--- src/rtl/apb_to_axi_lite.sv ---
// apb_to_axi_lite: APB4 completer to AXI4-Lite manager bridge, one transfer in flight.
// Define APB_TO_AXI_LITE_PSTRB_EN to forward pstrb onto w.strb; otherwise writes use all-ones strobes.
package apb_to_axi_lite_pkg;
    typedef struct packed {
        logic [31:0] paddr;
        logic [2:0]  pprot;
        logic        psel;
        logic        penable;
        logic        pwrite;
        logic [31:0] pwdata;
        logic [3:0]  pstrb;
    } apb_req_t;
    typedef struct packed {
        logic        pready;
        logic [31:0] prdata;
        logic        pslverr;
    } apb_resp_t;
    typedef struct packed {
        logic [31:0] addr;
        logic [2:0]  prot;
    } ax_chan_t;
    typedef struct packed {
        logic [31:0] data;
        logic [3:0]  strb;
    } w_chan_t;
    typedef struct packed {
        logic [1:0] resp;
    } b_chan_t;
    typedef struct packed {
        logic [31:0] data;
        logic [1:0]  resp;
    } r_chan_t;
    typedef struct packed {
        ax_chan_t aw;
        logic     aw_valid;
        w_chan_t  w;
        logic     w_valid;
        logic     b_ready;
        ax_chan_t ar;
        logic     ar_valid;
        logic     r_ready;
    } axi_lite_req_t;
    typedef struct packed {
        logic    aw_ready;
        logic    w_ready;
        b_chan_t b;
        logic    b_valid;
        logic    ar_ready;
        r_chan_t r;
        logic    r_valid;
    } axi_lite_resp_t;
endpackage

module apb_to_axi_lite #(
    parameter int unsigned AddrWidth = 32,
    parameter int unsigned DataWidth = 32,
    parameter type apb_req_t = apb_to_axi_lite_pkg::apb_req_t,
    parameter type apb_resp_t = apb_to_axi_lite_pkg::apb_resp_t,
    parameter type axi_lite_req_t = apb_to_axi_lite_pkg::axi_lite_req_t,
    parameter type axi_lite_resp_t = apb_to_axi_lite_pkg::axi_lite_resp_t
) (
    input  logic           clk_i,
    input  logic           rst_i,
    input  apb_req_t       apb_req_i,
    output apb_resp_t      apb_resp_o,
    output axi_lite_req_t  axi_lite_req_o,
    input  axi_lite_resp_t axi_lite_resp_i
);
    typedef enum logic [2:0] {IDLE, WRITE, WAIT_B, READ, WAIT_R, RESP} state_e;
    state_e                 state_q;
    logic [AddrWidth-1:0]   addr_q;
    logic [2:0]             prot_q;
    logic [DataWidth-1:0]   wdata_q, prdata_q;
    logic [DataWidth/8-1:0] strb_q;
    logic aw_valid_q, w_valid_q, b_ready_q, ar_valid_q, r_ready_q, pready_q, pslverr_q;
    logic aw_fin, w_fin;
    // A write channel is finished once its valid has dropped or it handshakes this cycle.
    assign aw_fin = !aw_valid_q || axi_lite_resp_i.aw_ready;
    assign w_fin  = !w_valid_q || axi_lite_resp_i.w_ready;
    // Transfer sequencer: capture at APB setup, drive AXI, register the response for one pready cycle.
    always_ff @(posedge clk_i or posedge rst_i) begin
        if (rst_i) begin
            state_q    <= IDLE;
            addr_q     <= '0;
            prot_q     <= '0;
            wdata_q    <= '0;
            strb_q     <= '0;
            prdata_q   <= '0;
            pslverr_q  <= 1'b0;
            pready_q   <= 1'b0;
            aw_valid_q <= 1'b0;
            w_valid_q  <= 1'b0;
            b_ready_q  <= 1'b0;
            ar_valid_q <= 1'b0;
            r_ready_q  <= 1'b0;
        end else begin
            case (state_q)
                IDLE: if (apb_req_i.psel && !apb_req_i.penable) begin
                    addr_q     <= apb_req_i.paddr;
                    prot_q     <= apb_req_i.pprot;
                    wdata_q    <= apb_req_i.pwdata;
                    strb_q     <= apb_req_i.pstrb;
                    aw_valid_q <= apb_req_i.pwrite;
                    w_valid_q  <= apb_req_i.pwrite;
                    ar_valid_q <= !apb_req_i.pwrite;
                    state_q    <= apb_req_i.pwrite ? WRITE : READ;
                end
                WRITE: begin
                    if (axi_lite_resp_i.aw_ready) aw_valid_q <= 1'b0;
                    if (axi_lite_resp_i.w_ready) w_valid_q <= 1'b0;
                    if (aw_fin && w_fin) begin
                        b_ready_q <= 1'b1;
                        state_q   <= WAIT_B;
                    end
                end
                WAIT_B: if (axi_lite_resp_i.b_valid) begin
                    b_ready_q <= 1'b0;
                    pslverr_q <= axi_lite_resp_i.b.resp[1];
                    prdata_q  <= '0;
                    pready_q  <= 1'b1;
                    state_q   <= RESP;
                end
                READ: if (axi_lite_resp_i.ar_ready) begin
                    ar_valid_q <= 1'b0;
                    r_ready_q  <= 1'b1;
                    state_q    <= WAIT_R;
                end
                WAIT_R: if (axi_lite_resp_i.r_valid) begin
                    r_ready_q <= 1'b0;
                    prdata_q  <= axi_lite_resp_i.r.data;
                    pslverr_q <= axi_lite_resp_i.r.resp[1];
                    pready_q  <= 1'b1;
                    state_q   <= RESP;
                end
                RESP: begin
                    pready_q <= 1'b0;
                    state_q  <= IDLE;
                end
                default: state_q <= IDLE;
            endcase
        end
    end
    // Output mapping; pready is suppressed when the initiator has already dropped psel.
    always_comb begin
        apb_resp_o              = '0;
        apb_resp_o.pready       = pready_q && apb_req_i.psel;
        apb_resp_o.prdata       = prdata_q;
        apb_resp_o.pslverr      = pslverr_q;
        axi_lite_req_o          = '0;
        axi_lite_req_o.aw.addr  = addr_q;
        axi_lite_req_o.aw.prot  = prot_q;
        axi_lite_req_o.aw_valid = aw_valid_q;
        axi_lite_req_o.w.data   = wdata_q;
`ifdef APB_TO_AXI_LITE_PSTRB_EN
        axi_lite_req_o.w.strb   = strb_q;
`else
        axi_lite_req_o.w.strb   = '1;
`endif
        axi_lite_req_o.w_valid  = w_valid_q;
        axi_lite_req_o.b_ready  = b_ready_q;
        axi_lite_req_o.ar.addr  = addr_q;
        axi_lite_req_o.ar.prot  = prot_q;
        axi_lite_req_o.ar_valid = ar_valid_q;
        axi_lite_req_o.r_ready  = r_ready_q;
    end
    logic unused_bits;
`ifdef APB_TO_AXI_LITE_PSTRB_EN
    assign unused_bits = ^{axi_lite_resp_i.b.resp[0], axi_lite_resp_i.r.resp[0]};
`else
    assign unused_bits = ^{axi_lite_resp_i.b.resp[0], axi_lite_resp_i.r.resp[0], strb_q};
`endif
endmodule

--- config.mk ---
export PLATFORM = sky130hd
export DESIGN_NAME = apb_to_axi_lite
export DESIGN_NICKNAME = d
export VERILOG_FILES = /design/src/rtl/apb_to_axi_lite.sv
export SDC_FILE = /design/constraint.sdc
export NUM_CORES = 1
export LEC_CHECK = 0
export ABC_AREA = 1
export CORE_ASPECT_RATIO = 0.8
export CORE_UTILIZATION = 35
export CTS_CLUSTER_DIAMETER = 40
export CTS_CLUSTER_SIZE = 40
export DETAILED_ROUTE_END_ITERATION = 12
export MAX_ROUTING_LAYER = met4
export PLACE_DENSITY = 0.77
export SLEW_MARGIN = 20
export SYNTH_ARGS = -nofsm -noshare
export SYNTH_HDL_FRONTEND = slang
export SYNTH_SLANG_ARGS = --single-unit
--- constraint.sdc ---
create_clock -name clk_i -period 3.35 [get_ports clk_i]
set_input_delay 0.67 -clock clk_i [delete_from_list [all_inputs] [get_ports clk_i]]
set_output_delay 0.67 -clock clk_i [all_outputs]
set_load 0.05 [all_outputs]
; After elaboration in Yosys (flattened, before gate mapping)
; Cells that the tools add are included.
[word_totals]
ff_bits = 109
inputBits = 117
word_cells = 79
[op_classes]
eq_ne = 12
muxes = 30
n_reduce_logical = 25
[op_table]
columns = op, count
row1 = 32-bit 2-to-1 mux, 2
row2 = 32-bit one-hot mux with 2 select lines, 1
row3 = 3-bit AND reduction, 7
row4 = 3-bit 2-to-1 mux, 5
row5 = 3-bit one-hot mux with 5 select lines, 1
row6 = 2-bit inequality test (second input constant), 7
row7 = 1-bit 2-to-1 mux, 13
row8 = 1-bit one-hot mux with 2 select lines, 6
row9 = 2-bit nonzero test, 5
row10 = 3-bit by 2-bit == test with 1-bit output (second input constant), 2
row11 = 3-bit == test (second input constant), 2
row12 = 5-bit AND reduction, 1
row13 = 1-bit zero test, 4
row14 = 3-bit by 1-bit == test with 1-bit output (second input constant), 1
row15 = 1-bit logical AND, 3
row16 = 3-bit zero test, 1
row17 = 1-bit one-hot mux with 3 select lines, 1
row18 = 3-bit nonzero test, 1
row19 = 1-bit logical OR, 2
row20 = 2-bit 2-to-1 mux, 1
row21 = 2-bit AND reduction, 1

; Longest topological paths before layout
; Gate-level depths: netlist of run 1.
[logic_depth]
depth_word = 5
ltp_mapped = 10
depth_no_buf = 8

; Worst setup path after synthesis of run 1
; No wires, ideal clock.
[synth_timing]
path_type = in2out
from = input port apb_req_i[38] (netlist bit)
to = output port apb_resp_o[33] (netlist bit)
t_arrival_ps = 1007
required_ps = 2680
setup_slack_ps = 1673
path_stages = 2
n_path_buf = 0
cell_sequence = nand2_1 > inv_1
[synth_rtl]
columns = item, line
row1 = "start, declared", 64  ; input apb_req_t apb_req_i,
row2 = "end, declared", 65  ; output apb_resp_t apb_resp_o,

==> results of run 1 <==
[layout make-up]
type                    count  area, µm²  area share, %
clock buffers              10        229           3.12
clock inverters             6       45.0          0.614
inverters                  16       63.8          0.870
multi-input cells         363       1470           20.0
flip-flops and latches    109       2730           37.2
well taps                 175        219           2.99
repair buffers            255       2580           35.2
[state kept, by name (all words and copies together), names as in the netlist]
register / cells
b_ready_q: 1
aw_valid_q: 1
ar_valid_q: 1
w_valid_q: 1
wdata_q: 32
prot_q: 3
prdata_q: 32
pslverr_q: 1
pready_q: 1
r_ready_q: 1
state_q: 3
addr_q: 32
[critical path: stages]
cell	delay, ns
clkdlybuf4s50_1	0.47
nand2_1	0.05
inv_1	0.05
clkdlybuf4s50_1	0.79
[path summary, 6_finish.rpt]
| check | startpoint | endpoint | slack, ns | depth (start not counted) |
|---|---|---|---|---|
| worst max-delay path | apb_req_i[38] | apb_resp_o[33] | 0.66 | 4 |
| worst min-delay path | ar_valid_q | ar_valid_q | 0.47 | 2 |
| worst max register to register | state_q[0] | prdata_q[12] | 1.55 | 6 |
| worst min register to register | ar_valid_q | ar_valid_q | 0.47 | 2 |
| max in group asynchronous | rst_i | b_ready_q | 2.19 | 3 |
| min in group asynchronous | rst_i | addr_q[19] | 0.75 | 3 |
[power by group through the flow]
stage / sequential (mW) / clock (mW) / combinational [mW]
floorplan: 4.23 / 0 / 2.16
global placement: 2.33 / 0 / 5.59
detailed placement: 2.35 / 0 / 5.64
CTS: 2.34 / 1.03 / 5.64
global route: 2.42 / 1.07 / 5.88
finish: 2.34 / 0.986 / 5.60
[cells in the mapped netlist, drive strengths merged, types with 2 or more instances]
| cell | n | area share [%] |
|---|---|---|
| inv | 16 | 1.3 |
| o21ai | 2 | 0.21 |
| nor2 | 8 | 1.1 |
| clkbuf | 2 | 0.16 |
| and2 | 2 | 0.26 |
| nand4 | 2 | 0.26 |
| nand3b | 2 | 0.32 |
| nand3 | 12 | 1.6 |
| buf | 64 | 10 |
| nand2 | 326 | 26 |
| dfrtp | 109 | 57 |
[metal layers]
metal	GRT usage, %	wire (µm)	vias to the layer above
li1	-	-	2011
met1	22.1	5300	1846
met2	30.0	5820	168
met3	4.53	820	14
met4	5.83	200	0
met5	-	0	-
[metrics by stage]
stage	instances	setup slack [ns]	instance area [µm²]
after floorplan	554	1.36	4760
after global placement	918	0.649	7060
after detailed placement	918	0.658	7060
after CTS	934	0.651	7330
after global routing	934	0.578	7330
final	934	0.655	7330
[logic make-up (layout without fill, tap and decap cells)]
group	count (synthesis)	after routing	share of synthesized area [%]
AOI/OAI and AO/OA	6	6	0.844
buffers and inverters	82	287	11.8
DFF	109	109	57.5
other	1	4	0.0790
and+or+nand+nor	353	353	29.8
==> run summary, run 1 <==
Outcome: finished clean
Sequential Power Share: 26.2%
Asr flop ratio synth: 100%
Routed Antenna Nets: 0
Vias per std cell: 4.32
Most frequent cells in the layout: nand2_1 (322), clkdlybuf4s50_1 (251), dfrtp_1 (109)
Clock power share: 11.0%
Area of the core: 13100 µm²
Initial Util: 36.4%
Netlist cell types: 26
Slew @ Worst Pin: 0.756 ns
N_diodes: 0
Worst relative slew slack: 49.5%
Primary FF master, synth: dfrtp_1
Worst path required time: 2.68 ns
Part of the cycle the worst path needs: 80.4%
Peak fanout along the critical path: 2
# port buffers: 251
Yosys warns: 0
Die area: 14000 µm²
Total number of vias: 4039
Sequential element share of the synthesized area: 57.5%
Max Clk Rate: 371 MHz
RSZ-0062 raised after global routing: false
Post-synth EDFFs: 0
Initial antenna violation count: 0
Longest Clk Path Bufs: 2
Fin crit period: 2.69 ns
Commonest non-fill, non-tap cell in the layout: nand2_1
Setup TNS Final: 0 ns
Initial DRC Count: 248
Worst-path clk slew: 0.07 ns
CTS Buf Count: 9
Final clock skew: 0.0101 ns
Final hold vios: 0
Post-Syn Area: 4750 µm²
Gr usage total: 18.2%
# resized after CTS: 0
CTS tree: done
Die Ht: 106 µm
DRC viols: 0
Post-CTS Setup Bufs: 0
Layout cell share with drive strength beyond 1: 4.48%
CP Data Arrival Time: 2.02 ns
Fill cell count: 1187
Largest net degree at the start of global routing: 74
Hold crit path type: reg2reg
Sw Pwr: 4.74 mW
Vias in the first global route: 3915
Final wirelength: 12.1 mm
Crit. End Element: output port
H-tree depth: 3
Max-Cap Viols: 0
Combinational cell fraction of total power: 62.8%
Cell Int Power: 4.19 mW
Avg Cell Area, Syn: 8.61 µm²
Final number of setup-violating endpoints: 0
Crit start category: primary input
Max VDD drop: 0.623 mV
Gate Count Post-Synth: 551
Hpwl dp: 8.79 mm
Slew Limit Fails: 0
CTS Sinks: 109
Synth Register Bits: 109
CTS Hold Bufs: 0
Hold WS: 0.475 ns
Clock root cell: clkbuf_16
Leak pwr: 3.59 nW
Die Wd: 132 µm
GPL Wtd Cong: 0.869
Rows: 37
Switching share of total power: 53.1%
First-pass GRT wire length: 19.5 mm
Critical setup path kind: in2out
Total Power: 8.93 mW
Fin util: 56.2%
Io pins: 262
Fin nets: 871
Power per cell area: 1220 nW/µm²
Area growth syn-to-layout: 54.5%
Remaining Overflow, GRT: 0
Pre-Repair DR Iteration Count: 4
DR WL/cell: 13.0 µm
Worst skew pair latency: 0.34 ns
Power figures use the tool's default switching activity.
==> run 2, diff against run 1 <==
Clock period 3.35 ns to 2.3 ns, I/O delays scaled along.
==> run summary, run 2 (synthesis gave the netlist of run 1 again) <==
CP peak stage delay: 0.85 ns
CTS Buf Count: 9
First-pass GRT wire length: 19.7 mm
Critical Path Sink: axi_lite_req_o[85]
RSZ-0062 raised after global routing: false
Slew @ Worst Pin: 0.590 ns
Routed Antenna Nets: 0
Area of the core: 13100 µm²
CP Data Arrival Time: 1.59 ns
Power per cell area: 1770 nW/µm²
Layout cell share with drive strength beyond 1: 4.99%
CTS tree: done
Leak pwr: 3.61 nW
Slew Limit Fails: 0
Post-Place Worst Slack: 0.225 ns
Register area: 2730 µm²
Critical setup path kind: reg2out
Initial Util: 36.4%
HP Start: wdata_q[30]
Fill cell count: 1212
H-tree depth: 3
Placed standard-cell area: 7110 µm²
Vias per std cell: 4.39
Final number of setup-violating endpoints: 0
Worst flop-to-flop path endpoint: prdata_q[2]
Die Wd: 132 µm
N_diodes: 0
Outcome: finished clean
Post-CTS Setup Bufs: 0
Worst skew pair latency: 0.33 ns
CTS Sinks: 109
Reg2reg path depth: 6
Crit. End Element: output port
Worst path required time: 1.84 ns
Worst r2r src: state_q[0]
CP cell instances: clkdlybuf4s50_1
Vias in the first global route: 4032
Total number of vias: 4105
# port buffers: 251
Setup TNS Final: 0 ns
CTS Hold Bufs: 0
Most frequent cells in the layout: nand2_1 (322), clkdlybuf4s50_1 (250), dfrtp_1 (109)
Top Registers: addr_q (32), prdata_q (32), wdata_q (32)
Hold WS: 0.481 ns
Hpwl dp: 9.29 mm
Final clock skew: 0.00647 ns
Pre-Repair DR Iteration Count: 7
Final wirelength: 12.5 mm
Gr usage total: 18.4%
Io pins: 262
Rows: 37
Max-Cap Viols: 0
# resized after CTS: 0
Die Ht: 106 µm
DRC viols: 0
Commonest non-fill, non-tap cell in the layout: nand2_1
Remaining Overflow, GRT: 0
Part of the cycle the worst path needs: 89.3%
Slowest stage cell, crit path: clkdlybuf4s50_1
Worst-path clk slew: 0.08 ns
Crit path buffers/inverters: 1
Area of the multi-input gates: 1470 µm²
DR WL/cell: 13.3 µm
Largest net degree at the start of global routing: 63
Number of cells on the critical path: 1
Longest Clk Path Bufs: 2
Final hold vios: 0
Crit start category: flip-flop
Worst Setup SP: addr_q[6]
Fin area: 7380 µm²
Die area: 14000 µm²
Initial antenna violation count: 0
Worst R2R Setup Slack: 0.58 ns
Fin nets: 874
Max Clk Rate: 487 MHz
Initial DRC Count: 229
Clock root cell: clkbuf_16
Worst setup margin: 0.246 ns
Peak fanout along the critical path: 3
Fin crit period: 2.05 ns
GPL Wtd Cong: 0.823
Worst relative slew slack: 60.7%
Max VDD drop: 1.08 mV
Hold crit path type: reg2reg
Kind of cell adding the most delay to the critical path: buffers and inverters
Area growth syn-to-layout: 55.4%
==> run 2: cell types whose count changed in the layout (fill, tap and decap cells not counted) <==
cell             delta
buf_4               +2
clkdlybuf4s50_1     -1
clkinv_4            +1
clkinvlp_4          -1
clkbuf_1            -1
buf_12              +2
==> run 2: layer usage <==
| layer | wire, µm | GRT usage, % | vias up |
|---|---|---|---|
| met5 | 0 | - | - |
| met4 | 117 | 5.01 | 0 |
| met3 | 811 | 4.67 | 8 |
| met2 | 6050 | 30.8 | 160 |
| met1 | 5500 | 22.1 | 1911 |
| li1 | - | - | 2026 |
==> run 2: worst min-delay path by stage <==
stage,end,cells after the start
after floorplan,ar_valid_q,2
after global placement,ar_valid_q,2
after detailed placement,wdata_q[30],2
after CTS,wdata_q[30],2
after global routing,prdata_q[16],2
final,wdata_q[30],2
==> run 2: through the flow <==
stage          cells  power, mW  utilization (%)
2_1_floorplan    554       9.30                -
3_3_place_gp     921       11.6             54.4
3_5_place_dp     921       11.7             54.4
4_1_cts          936       13.2             56.5
5_1_grt          936       13.7             56.5
6_report         936       13.1             56.5
==> run 2: area by class of cell <==
class                           count  share of cell area (%)
Clock buffer                        9                    3.05
Clock inverter                      6                   0.628
Inverter                           16                   0.865
Multi-Input combinational cell    363                    19.9
Sequential cell                   109                    37.0
Tap cell                          175                    2.97
Timing Repair Buffer              258                    35.6
==> run 2: tightest hold or removal path: stages, from the launching register on <==
cell     delay [ns]
dfrtp_1        0.34
nand2_1        0.05
nand2_1        0.06
==> run 2: where the power goes <==
part | switching [mW] | internal [mW]
combinational | 5.63 | 2.60
clock | 0.691 | 0.737
sequential | 0.603 | 2.80
